$ cat src/rtl/rsnn_sequencer.sv
// rsnn_sequencer: controller between the chip pin wrapper and the RSNN core.
//   Config phase: accepts parameter bytes (param_valid/param_ready), shifts each one MSB first
//   into the core's serial port (rsnn_data_in with rsnn_load_params high), then waits for the
//   core's byte acknowledge. A missing ack within ACK_TIMEOUT cycles raises a sticky error.
//   Inference phase: for each of num_steps timesteps, latches ext_spikes into the core input
//   register, enables the core for STEP_CYCLES cycles, then adds the core output spikes into
//   per-output saturating 8-bit counters.
// Ports:
//   clk, rst_n                      clock, asynchronous active-low reset
//   cfg_start, run_start            start pulses (honoured in IDLE; ERROR accepts cfg_start)
//   num_steps                       timesteps per run, sampled on an accepted run_start
//   param_byte/valid/ready          upstream parameter byte stream
//   ext_spikes                      external input spikes
//   rsnn_*                          core-facing strobes, serial data and handshakes
//   spike_count                     output i count at bits [8i+7:8i]
//   busy, loaded, done, error       status
module rsnn_sequencer #(
  parameter int unsigned NUM_INPUTS  = 3,
  parameter int unsigned NUM_OUTPUTS = 3,
  parameter int unsigned STEP_CYCLES = 4,
  parameter int unsigned ACK_TIMEOUT = 64
) (
  input  logic                     clk,
  input  logic                     rst_n,
  input  logic                     cfg_start,
  input  logic                     run_start,
  input  logic [7:0]               num_steps,
  input  logic [7:0]               param_byte,
  input  logic                     param_valid,
  output logic                     param_ready,
  input  logic [NUM_INPUTS-1:0]    ext_spikes,
  output logic [NUM_INPUTS-1:0]    rsnn_input_spikes,
  output logic                     rsnn_spike_reg_en,
  output logic                     rsnn_enable,
  output logic                     rsnn_data_in,
  output logic                     rsnn_load_params,
  input  logic [NUM_OUTPUTS-1:0]   rsnn_output_spikes,
  input  logic                     rsnn_data_written,
  input  logic                     rsnn_end_writing,
  output logic [8*NUM_OUTPUTS-1:0] spike_count,
  output logic                     busy,
  output logic                     loaded,
  output logic                     done,
  output logic                     error
);

  localparam int unsigned TW = (ACK_TIMEOUT > 1) ? $clog2(ACK_TIMEOUT) : 1;
  localparam int unsigned SW = (STEP_CYCLES > 1) ? $clog2(STEP_CYCLES) : 1;
  localparam logic [TW-1:0] TimeoutLast = TW'(ACK_TIMEOUT - 1);
  localparam logic [SW-1:0] StepLast    = SW'(STEP_CYCLES - 1);

  typedef enum logic [3:0] {
    StIdle, StLdWait, StLdShift, StLdAck, StLatch, StStep, StCapture, StDone, StError
  } state_e;

  state_e                   state_q, state_d;
  logic [7:0]               byte_q, byte_d;
  logic [2:0]               bit_cnt_q, bit_cnt_d;
  logic                     ack_q, ack_d;
  logic [TW-1:0]            timeout_q, timeout_d;
  logic [SW-1:0]            step_cyc_q, step_cyc_d;
  logic [7:0]               step_cnt_q, step_cnt_d;
  logic [7:0]               num_steps_q, num_steps_d;
  logic [8*NUM_OUTPUTS-1:0] counts_q, counts_d;
  logic                     loaded_q, loaded_d;
  logic                     error_q, error_d;
  logic [NUM_INPUTS-1:0]    spikes_q, spikes_d;
  logic                     in_load;

  assign in_load = (state_q == StLdWait) || (state_q == StLdShift) || (state_q == StLdAck);

  always_comb begin
    state_d     = state_q;
    byte_d      = byte_q;
    bit_cnt_d   = bit_cnt_q;
    ack_d       = ack_q;
    timeout_d   = timeout_q;
    step_cyc_d  = step_cyc_q;
    step_cnt_d  = step_cnt_q;
    num_steps_d = num_steps_q;
    counts_d    = counts_q;
    loaded_d    = loaded_q;
    error_d     = error_q;
    spikes_d    = spikes_q;

    unique case (state_q)
      StIdle: begin
        if (cfg_start) begin
          state_d  = StLdWait;
          loaded_d = 1'b0;
          error_d  = 1'b0;
        end else if (run_start && loaded_q) begin
          counts_d    = '0;
          step_cnt_d  = '0;
          num_steps_d = num_steps;
          state_d     = (num_steps == 8'd0) ? StDone : StLatch;
        end
      end
      StError: begin
        if (cfg_start) begin
          state_d  = StLdWait;
          loaded_d = 1'b0;
          error_d  = 1'b0;
        end
      end
      StLdWait: begin
        if (param_valid) begin
          byte_d    = param_byte;
          bit_cnt_d = '0;
          ack_d     = 1'b0;
          state_d   = StLdShift;
        end
      end
      StLdShift: begin
        byte_d    = {byte_q[6:0], 1'b0};
        bit_cnt_d = bit_cnt_q + 3'd1;
        if (rsnn_data_written) ack_d = 1'b1;
        if (bit_cnt_q == 3'd7) begin
          state_d   = StLdAck;
          timeout_d = '0;
        end
      end
      StLdAck: begin
        // An ack arriving in this very cycle counts as well as one latched earlier.
        if (ack_q || rsnn_data_written) begin
          ack_d   = 1'b1;
          state_d = StLdWait;
        end else if (timeout_q == TimeoutLast) begin
          state_d  = StError;
          error_d  = 1'b1;
          loaded_d = 1'b0;
        end else begin
          timeout_d = timeout_q + 1'b1;
        end
      end
      StLatch: begin
        step_cyc_d = '0;
        state_d    = StStep;
      end
      StStep: begin
        if (step_cyc_q == StepLast) state_d = StCapture;
        else step_cyc_d = step_cyc_q + 1'b1;
      end
      StCapture: begin
        for (int i = 0; i < NUM_OUTPUTS; i++) begin
          if (rsnn_output_spikes[i] && (counts_q[8*i +: 8] != 8'hFF)) begin
            counts_d[8*i +: 8] = counts_q[8*i +: 8] + 8'd1;
          end
        end
        step_cnt_d = step_cnt_q + 8'd1;
        state_d    = (step_cnt_d == num_steps_q) ? StDone : StLatch;
      end
      StDone: state_d = StIdle;
      default: state_d = StIdle;
    endcase

    // End of parameter stream overrides ack/timeout handling; any byte in flight is dropped.
    if (in_load && rsnn_end_writing) begin
      state_d  = StIdle;
      loaded_d = 1'b1;
      error_d  = 1'b0;
    end

    if (state_d == StLatch) spikes_d = ext_spikes;
  end

  always_ff @(posedge clk or negedge rst_n) begin
    if (!rst_n) begin
      state_q     <= StIdle;
      byte_q      <= '0;
      bit_cnt_q   <= '0;
      ack_q       <= 1'b0;
      timeout_q   <= '0;
      step_cyc_q  <= '0;
      step_cnt_q  <= '0;
      num_steps_q <= '0;
      counts_q    <= '0;
      loaded_q    <= 1'b0;
      error_q     <= 1'b0;
      spikes_q    <= '0;
    end else begin
      state_q     <= state_d;
      byte_q      <= byte_d;
      bit_cnt_q   <= bit_cnt_d;
      ack_q       <= ack_d;
      timeout_q   <= timeout_d;
      step_cyc_q  <= step_cyc_d;
      step_cnt_q  <= step_cnt_d;
      num_steps_q <= num_steps_d;
      counts_q    <= counts_d;
      loaded_q    <= loaded_d;
      error_q     <= error_d;
      spikes_q    <= spikes_d;
    end
  end

  assign param_ready       = (state_q == StLdWait);
  assign rsnn_load_params  = in_load;
  assign rsnn_data_in      = (state_q == StLdShift) ? byte_q[7] : 1'b0;
  assign rsnn_spike_reg_en = (state_q == StLatch);
  assign rsnn_enable       = (state_q == StStep);
  assign rsnn_input_spikes = spikes_q;
  assign spike_count       = counts_q;
  assign busy              = (state_q != StIdle) && (state_q != StError);
  assign loaded            = loaded_q;
  assign done              = (state_q == StDone);
  assign error             = error_q;

endmodule

$ cat config.mk
export PLATFORM = sky130hd
export DESIGN_NAME = rsnn_sequencer
export DESIGN_NICKNAME = d
export VERILOG_FILES = /design/src/rtl/rsnn_sequencer.sv
export SDC_FILE = /design/constraint.sdc
export NUM_CORES = 1
export LEC_CHECK = 0
export CORE_MARGIN = 2
export CORE_UTILIZATION = 57
export DETAILED_ROUTE_END_ITERATION = 7
export PLACE_DENSITY = 0.87
export SYNTH_ARGS = -nofsm -noshare
export SYNTH_HDL_FRONTEND = slang
export SYNTH_SLANG_ARGS = --single-unit
$ cat constraint.sdc
create_clock -name clk -period 5.36 [get_ports clk]
set_clock_uncertainty 0.2 [all_clocks]
set_input_delay 0.804 -clock clk [delete_from_list [all_inputs] [get_ports clk]]
set_output_delay 0.804 -clock clk [all_outputs]
set_load 0.05 [all_outputs]
==> results of run 1 <==
## stage by stage
step	cells	area [µm²]	worst slack [ns]	total power [mW]	hold WS, ns
2_1_floorplan	410	3700	2.88	1.47	0.265
3_3_place_gp	536	4360	2.26	1.68	0.282
3_5_place_dp	536	4360	2.11	1.72	0.280
4_1_cts	552	4630	1.94	2.29	0.302
5_1_grt	552	4630	1.79	2.42	0.320
6_report	552	4630	1.92	2.29	0.298
## synth_stat cells, drive strengths merged, types with 3 or more instances
| cell | n |
|---|---|
| nand4 | 11 |
| dfrtp | 69 |
| mux2 | 4 |
| or3 | 6 |
| nor4 | 4 |
| xnor2 | 11 |
| nor3 | 6 |
| nand2 | 54 |
| o21ai | 29 |
| a22oi | 3 |
| and3 | 7 |
| xor2 | 16 |
| nor2b | 6 |
| nor2 | 63 |
| o22ai | 9 |
| or2 | 3 |
| a31oi | 4 |
| inv | 8 |
| buf | 12 |
| a21oi | 21 |
| ha | 8 |
| nand2b | 4 |
| clkbuf | 5 |
| nand3 | 19 |
## cell families after synthesis
| logic type | share of synthesized area |
|---|---|
| and+or+nand+nor | 0.245 |
| AOI/OAI and AO/OA | 0.149 |
| DFF | 0.467 |
| xor gates and xnor gates | 0.0639 |
| buffers and inverters | 0.0342 |
| adders and majority gates | 0.0271 |
| muxes | 0.0149 |
## area by class of cell
cell class | count | area (µm²) | share of cell area
Inverter | 8 | 30.0 | 0.00649
Clock inverter | 6 | 134 | 0.0289
Timing Repair Buffer | 66 | 651 | 0.141
Sequential cell | 69 | 1730 | 0.373
Multi-Input combinational cell | 316 | 1850 | 0.400
Tap cell | 77 | 96.3 | 0.0208
Clock buffer | 10 | 138 | 0.0297
## power breakdown
part / leakage [nW] / total, mW / switching [mW] / internal (mW)
Sequential: 0.901 / 0.853 / 0.185 / 0.668
Clock: 0.136 / 0.562 / 0.193 / 0.369
Combinational: 0.956 / 0.872 / 0.521 / 0.352
Total: 1.99 / 2.29 / 0.899 / 1.39
## worst max-delay path by stage
stage	slack, ns	cells after the start	to
after global routing	1.79	3	rsnn_data_in
after detailed placement	2.11	7	rsnn_input_spikes[2]
final	1.92	3	rsnn_data_in
after floorplan	2.88	4	rsnn_load_params
after CTS	1.94	3	rsnn_data_in
after global placement	2.26	7	rsnn_input_spikes[2]
## layer usage
| layer | vias to the layer above | GRT usage |
|---|---|---|
| li1 | 1566 | - |
| met1 | 1581 | 0.337 |
| met2 | 104 | 0.409 |
| met3 | 15 | 0.0383 |
| met4 | 0 | 0.0996 |
| met5 | - | 0 |
## cells in the final DEF (no fill, tap or decap), types with 3 or more instances in the layout
master and n:
a21oi_1 19, a22oi_1 3, a31oi_1 4, and3_1 7
bufinv_16 4, clkbuf_8 10, clkdlybuf4s50_1 63, dfrtp_1 69
ha_1 8, inv_1 8, mux2_2 4, nand2_1 54
nand2b_1 4, nand3_1 19, nand4_1 11, nor2_1 61
nor2b_1 5, nor3_1 6, o21ai_0 29, o22ai_1 9
or3_1 6, xnor2_1 11, xor2_1 16
## registers in the layout, summed over array words and instances, names as in the netlist
| name | cells |
|---|---|
| step_cnt_q | 8 |
| step_cyc_q | 2 |
| byte_q | 8 |
| num_steps_q | 8 |
| ack_q | 1 |
| loaded | 1 |
| bit_cnt_q | 3 |
| rsnn_input_spikes | 3 |
| error | 1 |
| timeout_q | 6 |
| state_q | 4 |
| spike_count | 24 |
==> reports/metrics.csv, run 1 <==
metric;value;unit
Crit-path slowest cell;clkdlybuf4s50_1;
first-pass detailed-route iteration total;4;
R2R Setup Slk;2.66;ns
ANT nets after route;0;
Netlist Area Pre-Place;3700;µm²
Final min period;3.44;ns
gpl congestion;0.904;
Setup Crit Path Kind;register to output pin;
CP Capture Type;output pin;
Yosys top cell area share;0.467;
maximum VDD drop;0.000344;V
Synth area leader;dfrtp_1;
clock transition time at the flip-flop clock pins of the worst setup and hold paths;0.07;ns
Final Hold Fails;0;
Synth Area per Inst;9.02;µm²
Total Wirelength;8540;µm
Post-DP HPWL;5940;µm
Power per Cell Area;494;nW/µm²
Area contributors post-synth;dfrtp_1 47%, nor2_1 6.2%, nand2_1 5.5%;
Slew Limit Fails;0;
Post-Syn Instances;410;
Hold Crit Start;error;
setup TNS;0;ns
Rows;29;
status;finished clean;
HP Class;register to register;
clk sinks;69;
worst skew pair latency;0.33;ns
Worst EP required;4.36;ns
Residual DRC;0;
vias per cell;5.92;
first-pass GRT wire length;14500;µm
Synth async-reset ratio;1.00;
Post CTS Setup Buffer Count;0;
FF+latch count, synth;69;
Filler Cell Count;448;
Initial Util;0.586;
fraction of layout cells with a size suffix above 1;0.0758;
Synth Net Count;447;
Worst path max stage delay;0.80;ns
P_leak;1.99;nW
ANT cells;0;
Hold Buf Count CTS;0;
Crit path max-delay family;buffers and inverters;
initial antenna violation count;0;
ys flop type;dfrtp_1;
clock root buffer;clkbuf_8;
H-tree Lvls;3;
endpoints failing setup;0;
Cell Chain, Critical Path;nor2b_1 > and3_1 > clkdlybuf4s50_1;
crit path max fanout;19;
Hold Path Depth;1;
post_cts resized;0;
synthesis-to-layout area growth;25.1;%
Critical Path Start Type;register;
chip height;84.6;µm
GRT overflow;0;
Wirelength per Cell;15.5;µm
Post-Route Utilization;0.733;
Post-synth EDFFs;0;
max frequency;0.291;GHz
M1 wire length;3640;µm
yosys synthesis warning count;0;
largest net degree at the start of global routing;70;
maxcap violations;0;
final net count;507;
sequential area share after synthesis;0.467;
CP Data Arrival Time;2.44;ns
WP buf/inv;1;
Crit Reg-Reg Endpoint;rsnn_input_spikes[2];
uppermost layer routed;met4;
port buffer count;64;
routed wl met2;4300;µm
core region area;6310;µm²
CTS buffer count;9;
starting DRC count in detailed routing;348;
vias;3266;
Slew @ Worst Pin;0.853;ns
met3 wire len;405;µm
Clock Path Buffers;2;
final period utilization;0.642;
relative slew slack;0.432;
die footprint;7150;µm²
Global Route Usage Sum;0.250;
RSZ-0062 raised after global routing;no;
Worst Setup SP;state_q[1];
cells on worst reg2reg path;6;
io pins;65;
CTS tree;built;
Die Wd;84.6;µm
worst reg2reg path startpoint;state_q[1];
vias in the first global route;3164;
Hold EP;error;
synth unique cells;53;
(Power assumes the default switching activity.)
==> inputs of run 2 (changes only) <==
Settings changed: CORE_UTILIZATION 57 to 48, PLACE_DENSITY 0.87 to 0.79.
Clock period 5.36 ns to 2.75 ns, I/O delays scaled along.
==> reports/metrics.csv, run 2 (synthesized netlist as in run 1, its figures left out) <==
metric;value;unit
largest net degree at the start of global routing;70;
Setup Crit Path Kind;register to output pin;
vias;3214;
HP Class;register to register;
final period utilization;0.908;
endpoints failing setup;0;
CP Capture Type;output pin;
Global Route Usage Sum;0.212;
DP Area;4460;µm²
final net count;518;
die footprint;8430;µm²
worst setup margin;0.252;ns
initial antenna violation count;0;
commonest cells after routing, fill and taps aside;69 x dfrtp_1, 61 x nor2_1, 56 x clkdlybuf4s50_1, 54 x nand2_1, 29 x o21ai_0;
Total Wirelength;8400;µm
post-route insts no fill;588;
Wirelength per Cell;14.3;µm
vias per cell;5.47;
ANT cells;0;
chip height;91.8;µm
Post-DP HPWL;6060;µm
synthesis-to-layout area growth;26.7;%
RSZ-0062 raised after global routing;no;
H-tree Lvls;3;
port buffer count;64;
Worst path max stage delay;0.64;ns
Residual DRC;0;
Power per Cell Area;910;nW/µm²
fraction of layout cells with a size suffix above 1;0.107;
Post CTS Setup Buffer Count;0;
dpl cells;571;
io pins;65;
Worst EP required;2.14;ns
P_leak;2.03;nW
vias in the first global route;3115;
Final min period;2.50;ns
clock root buffer;clkbuf_8;
core region area;7610;µm²
clock transition time at the flip-flop clock pins of the worst setup and hold paths;0.08;ns
CTS tree;built;
Die Wd;91.8;µm
pre-CTS setup slack;0.121;ns
Pwr Total;4.27;mW
GRT overflow;0;
crit path max fanout;15;
max reg flops;24;
maximum VDD drop;0.000634;V
Final Hold Fails;0;
relative slew slack;0.571;
leading cell type in the layout, fill and taps excluded;dfrtp_1;
CTS buffer count;9;
Crit-path slowest cell;dfrtp_1;
starting DRC count in detailed routing;222;
Crit path top cell by count;buf_4;
Slew @ Worst Pin;0.641;ns
worst skew pair latency;0.34;ns
ANT nets after route;0;
maxcap violations;0;
max frequency;0.400;GHz
clk sinks;69;
Rows;32;
Initial Util;0.486;
status;finished clean;
Clock Path Buffers;2;
Critical Path Start Type;register;
cell area after layout;4690;µm²
gpl congestion;0.980;
setup TNS;0;ns
Slew Limit Fails;0;
Cell Chain, Critical Path;buf_4 > nor2b_1 > buf_4 > and3_1 > buf_4;
CP Data Arrival Time;1.89;ns
first-pass GRT wire length;14400;µm
first-pass detailed-route iteration total;4;
[run 2: repair_timing]
action                                  in CTS  in global routing
endpoints found under the setup margin       0                  1
gates resized for setup                      0                  1
hold endpoints to repair                    69                  0
hold buffers                                 1                  0
[run 2: layout make-up]
type / instances / area (µm²)
clock inverter: 7 / 90.1
multi-input combinational: 316 / 1850
inverter: 8 / 30.0
tap: 102 / 128
fill: 646 / 2920
clock buffer: 9 / 124
timing repair buffer: 77 / 736
sequential: 69 / 1730
[run 2: power breakdown]
part / total, mW / switching (mW) / internal (mW)
Combinational: 1.73 / 1.03 / 0.702
Sequential: 1.64 / 0.339 / 1.30
Clock: 0.892 / 0.387 / 0.505
Total: 4.27 / 1.76 / 2.51
[run 2: worst max-delay path, delay by kind of cell, from the launching register on]
kind                   cells  cell delay [ns]
and+or+nand+nor            2             0.34
DFF                        1             0.64
buffers and inverters      3             0.57
[run 2: metrics by stage]
stage	utilization	hold WS, ns
after global routing	0.616	0.332
after CTS	0.616	0.304
final	0.616	0.300
after global placement	0.586	0.262
after floorplan	-	-0.0831
after detailed placement	0.586	0.267
[run 2: routing by layer]
metal  share of wire  routed length (µm)  global-route usage
met5               0                   0                   0
met4           0.023                 195              0.0883
met3           0.041                 340              0.0378
met2            0.48                4030               0.336
met1            0.46                3830               0.289
[run 2: worst paths after layout]
check,startpoint,endpoint,slack [ns],cells past startpoint
min in group asynchronous,rst_n,step_cyc_q[1],0.39,3
worst max-delay path,state_q[1],rsnn_data_in,0.25,5
worst min register to register,error,error,0.30,1
max in group asynchronous,rst_n,spike_count[17],1.64,3
worst max register to register,step_cnt_q[0],rsnn_input_spikes[0],0.26,7
worst min-delay path,error,error,0.30,1
==> inputs of run 3 (changes only) <==
Clock period 2.75 ns to 2.2 ns, I/O delays scaled along.
==> reports/metrics.csv, run 3 (synthesized netlist as in run 1, its figures left out) <==
metric;value;unit
Setup Crit Path Kind;register to register;
gpl congestion;0.925;
Comb pwr share;0.487;
R2R Setup Slk;-0.19;ns
Clk network pwr share;0.178;
Die Wd;91.8;µm
DP Area;4830;µm²
Slew Limit Fails;0;
leading cell type in the layout, fill and taps excluded;dfrtp_1;
GRT overflow;0;
CP Capture Type;register;
largest net degree at the start of global routing;70;
HP Class;register to register;
chip height;91.8;µm
Final min period;2.39;ns
initial antenna violation count;0;
worst setup margin;-0.191;ns
clock transition time at the flip-flop clock pins of the worst setup and hold paths;0.07;ns
vias;3463;
vias in the first global route;3238;
Worst EP required;2.23;ns
setup TNS;-0.589;ns
Residual DRC;0;
final period utilization;1.09;
core region area;7610;µm²
endpoints failing setup;4;
Crit-path slowest cell;dfrtp_1;
fraction of layout cells with a size suffix above 1;0.215;
switch share;0.403;
commonest cells after routing, fill and taps aside;65 x dfrtp_1, 60 x nor2_1, 54 x nand2_1, 53 x buf_4, 49 x clkdlybuf4s50_1;
CTS tree;built;
first-pass GRT wire length;15200;µm
clock root buffer;clkbuf_8;
final net count;562;
dpl cells;606;
RSZ-0062 raised after global routing;yes;
H-tree Lvls;3;
first-pass detailed-route iteration total;5;
synthesis-to-layout area growth;41.0;%
worst skew pair latency;0.35;ns
Post-Route Utilization;0.686;
Wirelength per Cell;15.0;µm
flip-flop and latch area;1730;µm²
Filler Cell Count;583;
Initial Util;0.486;
max reg flops;24;
CTS buffer count;9;
sequential share of power;0.336;
ANT cells;0;
ANT nets after route;0;
clk sinks;69;
Total Wirelength;9450;µm
switching power;2.34;mW
failing checks;negative setup slack;
starting DRC count in detailed routing;264;
status;complete, but fails checks;
relative slew slack;0.619;
Critical Path Start Type;register;
die footprint;8430;µm²
Post-DP HPWL;6440;µm
Power per Cell Area;1110;nW/µm²
CP Data Arrival Time;2.42;ns
vias per cell;5.48;
maxcap violations;0;
Clock Path Buffers;2;
cell area after layout;5220;µm²
Worst path max stage delay;0.39;ns
Final Hold Fails;0;
post-route insts no fill;632;
Cell Chain, Critical Path;ha_2 > ha_4 > nor2b_4 > a32oi_2 > o32ai_2 > a211oi_2 > o2111ai_2 > mux2_4;
Global Route Usage Sum;0.227;
P_leak;2.38;nW
multi-input logic area;1960;µm²
crit path max fanout;3;
port buffer count;64;
Slew @ Worst Pin;0.569;ns
max frequency;0.418;GHz
maximum VDD drop;0.000766;V
internal cell power;3.46;mW
io pins;65;
Rows;32;
## run 3: final cells by class
class,count,area share
Inverter,8,0.00576
Clock buffer,12,0.0278
Timing Repair Buffer,121,0.225
Multi-Input combinational cell,316,0.376
Tap cell,102,0.0245
Sequential cell,69,0.332
Clock inverter,4,0.00911
## run 3: metrics by stage
step / total power, mW / hold slack (ns) / worst slack, ns
finish: 5.80 / 0.304 / -0.191
global placement: 4.53 / 0.179 / -0.352
detailed placement: 4.60 / 0.183 / -0.421
global route: 6.18 / 0.323 / -0.264
CTS: 5.72 / 0.306 / -0.0889
floorplan: 3.58 / -0.166 / 0.000715
## run 3: timing repair
item / in CTS / in global routing
endpoints found under the hold margin: 69 / 0
hold buffers: 1 / 0
gates resized for setup: 9 / 18
buffers inserted: 3 / 6
pin swaps: 4 / 8
endpoints found under the setup margin: 7 / 21
## run 3: power by group through the flow
stage               combinational, mW  clock (mW)  sequential (mW)
global route                     3.07        1.11             2.00
floorplan                        1.37           0             2.21
detailed placement               2.64           0             1.96
global placement                 2.59           0             1.94
finish                           2.82        1.03             1.95
CTS                              2.73        1.05             1.94
## run 3: final timing paths
path / startpoint / endpoint / cells after the start
min in group asynchronous: rst_n / step_cyc_q[0] / 3
max reg2reg: bit_cnt_q[1] / rsnn_input_spikes[2] / 8
max in group asynchronous: rst_n / spike_count[17] / 3
min: num_steps_q[1] / num_steps_q[1] / 2
max: bit_cnt_q[1] / rsnn_input_spikes[2] / 8
min reg2reg: num_steps_q[1] / num_steps_q[1] / 2
## run 3: metal layers
metal,GRT usage,wire (µm)
met1,0.321,4260
met2,0.346,4450
met3,0.0403,513
met4,0.0958,235
met5,0,0
## run 3: worst max-delay path, delay by kind of cell (launching register included)
family,cells,cell delay [ns]
AO/OA/AOI/OAI,4,0.85
flip-flops,1,0.39
adder cells (fa/ha/maj),2,0.36
multiplexers,1,0.35
AND/OR/NAND/NOR,1,0.12
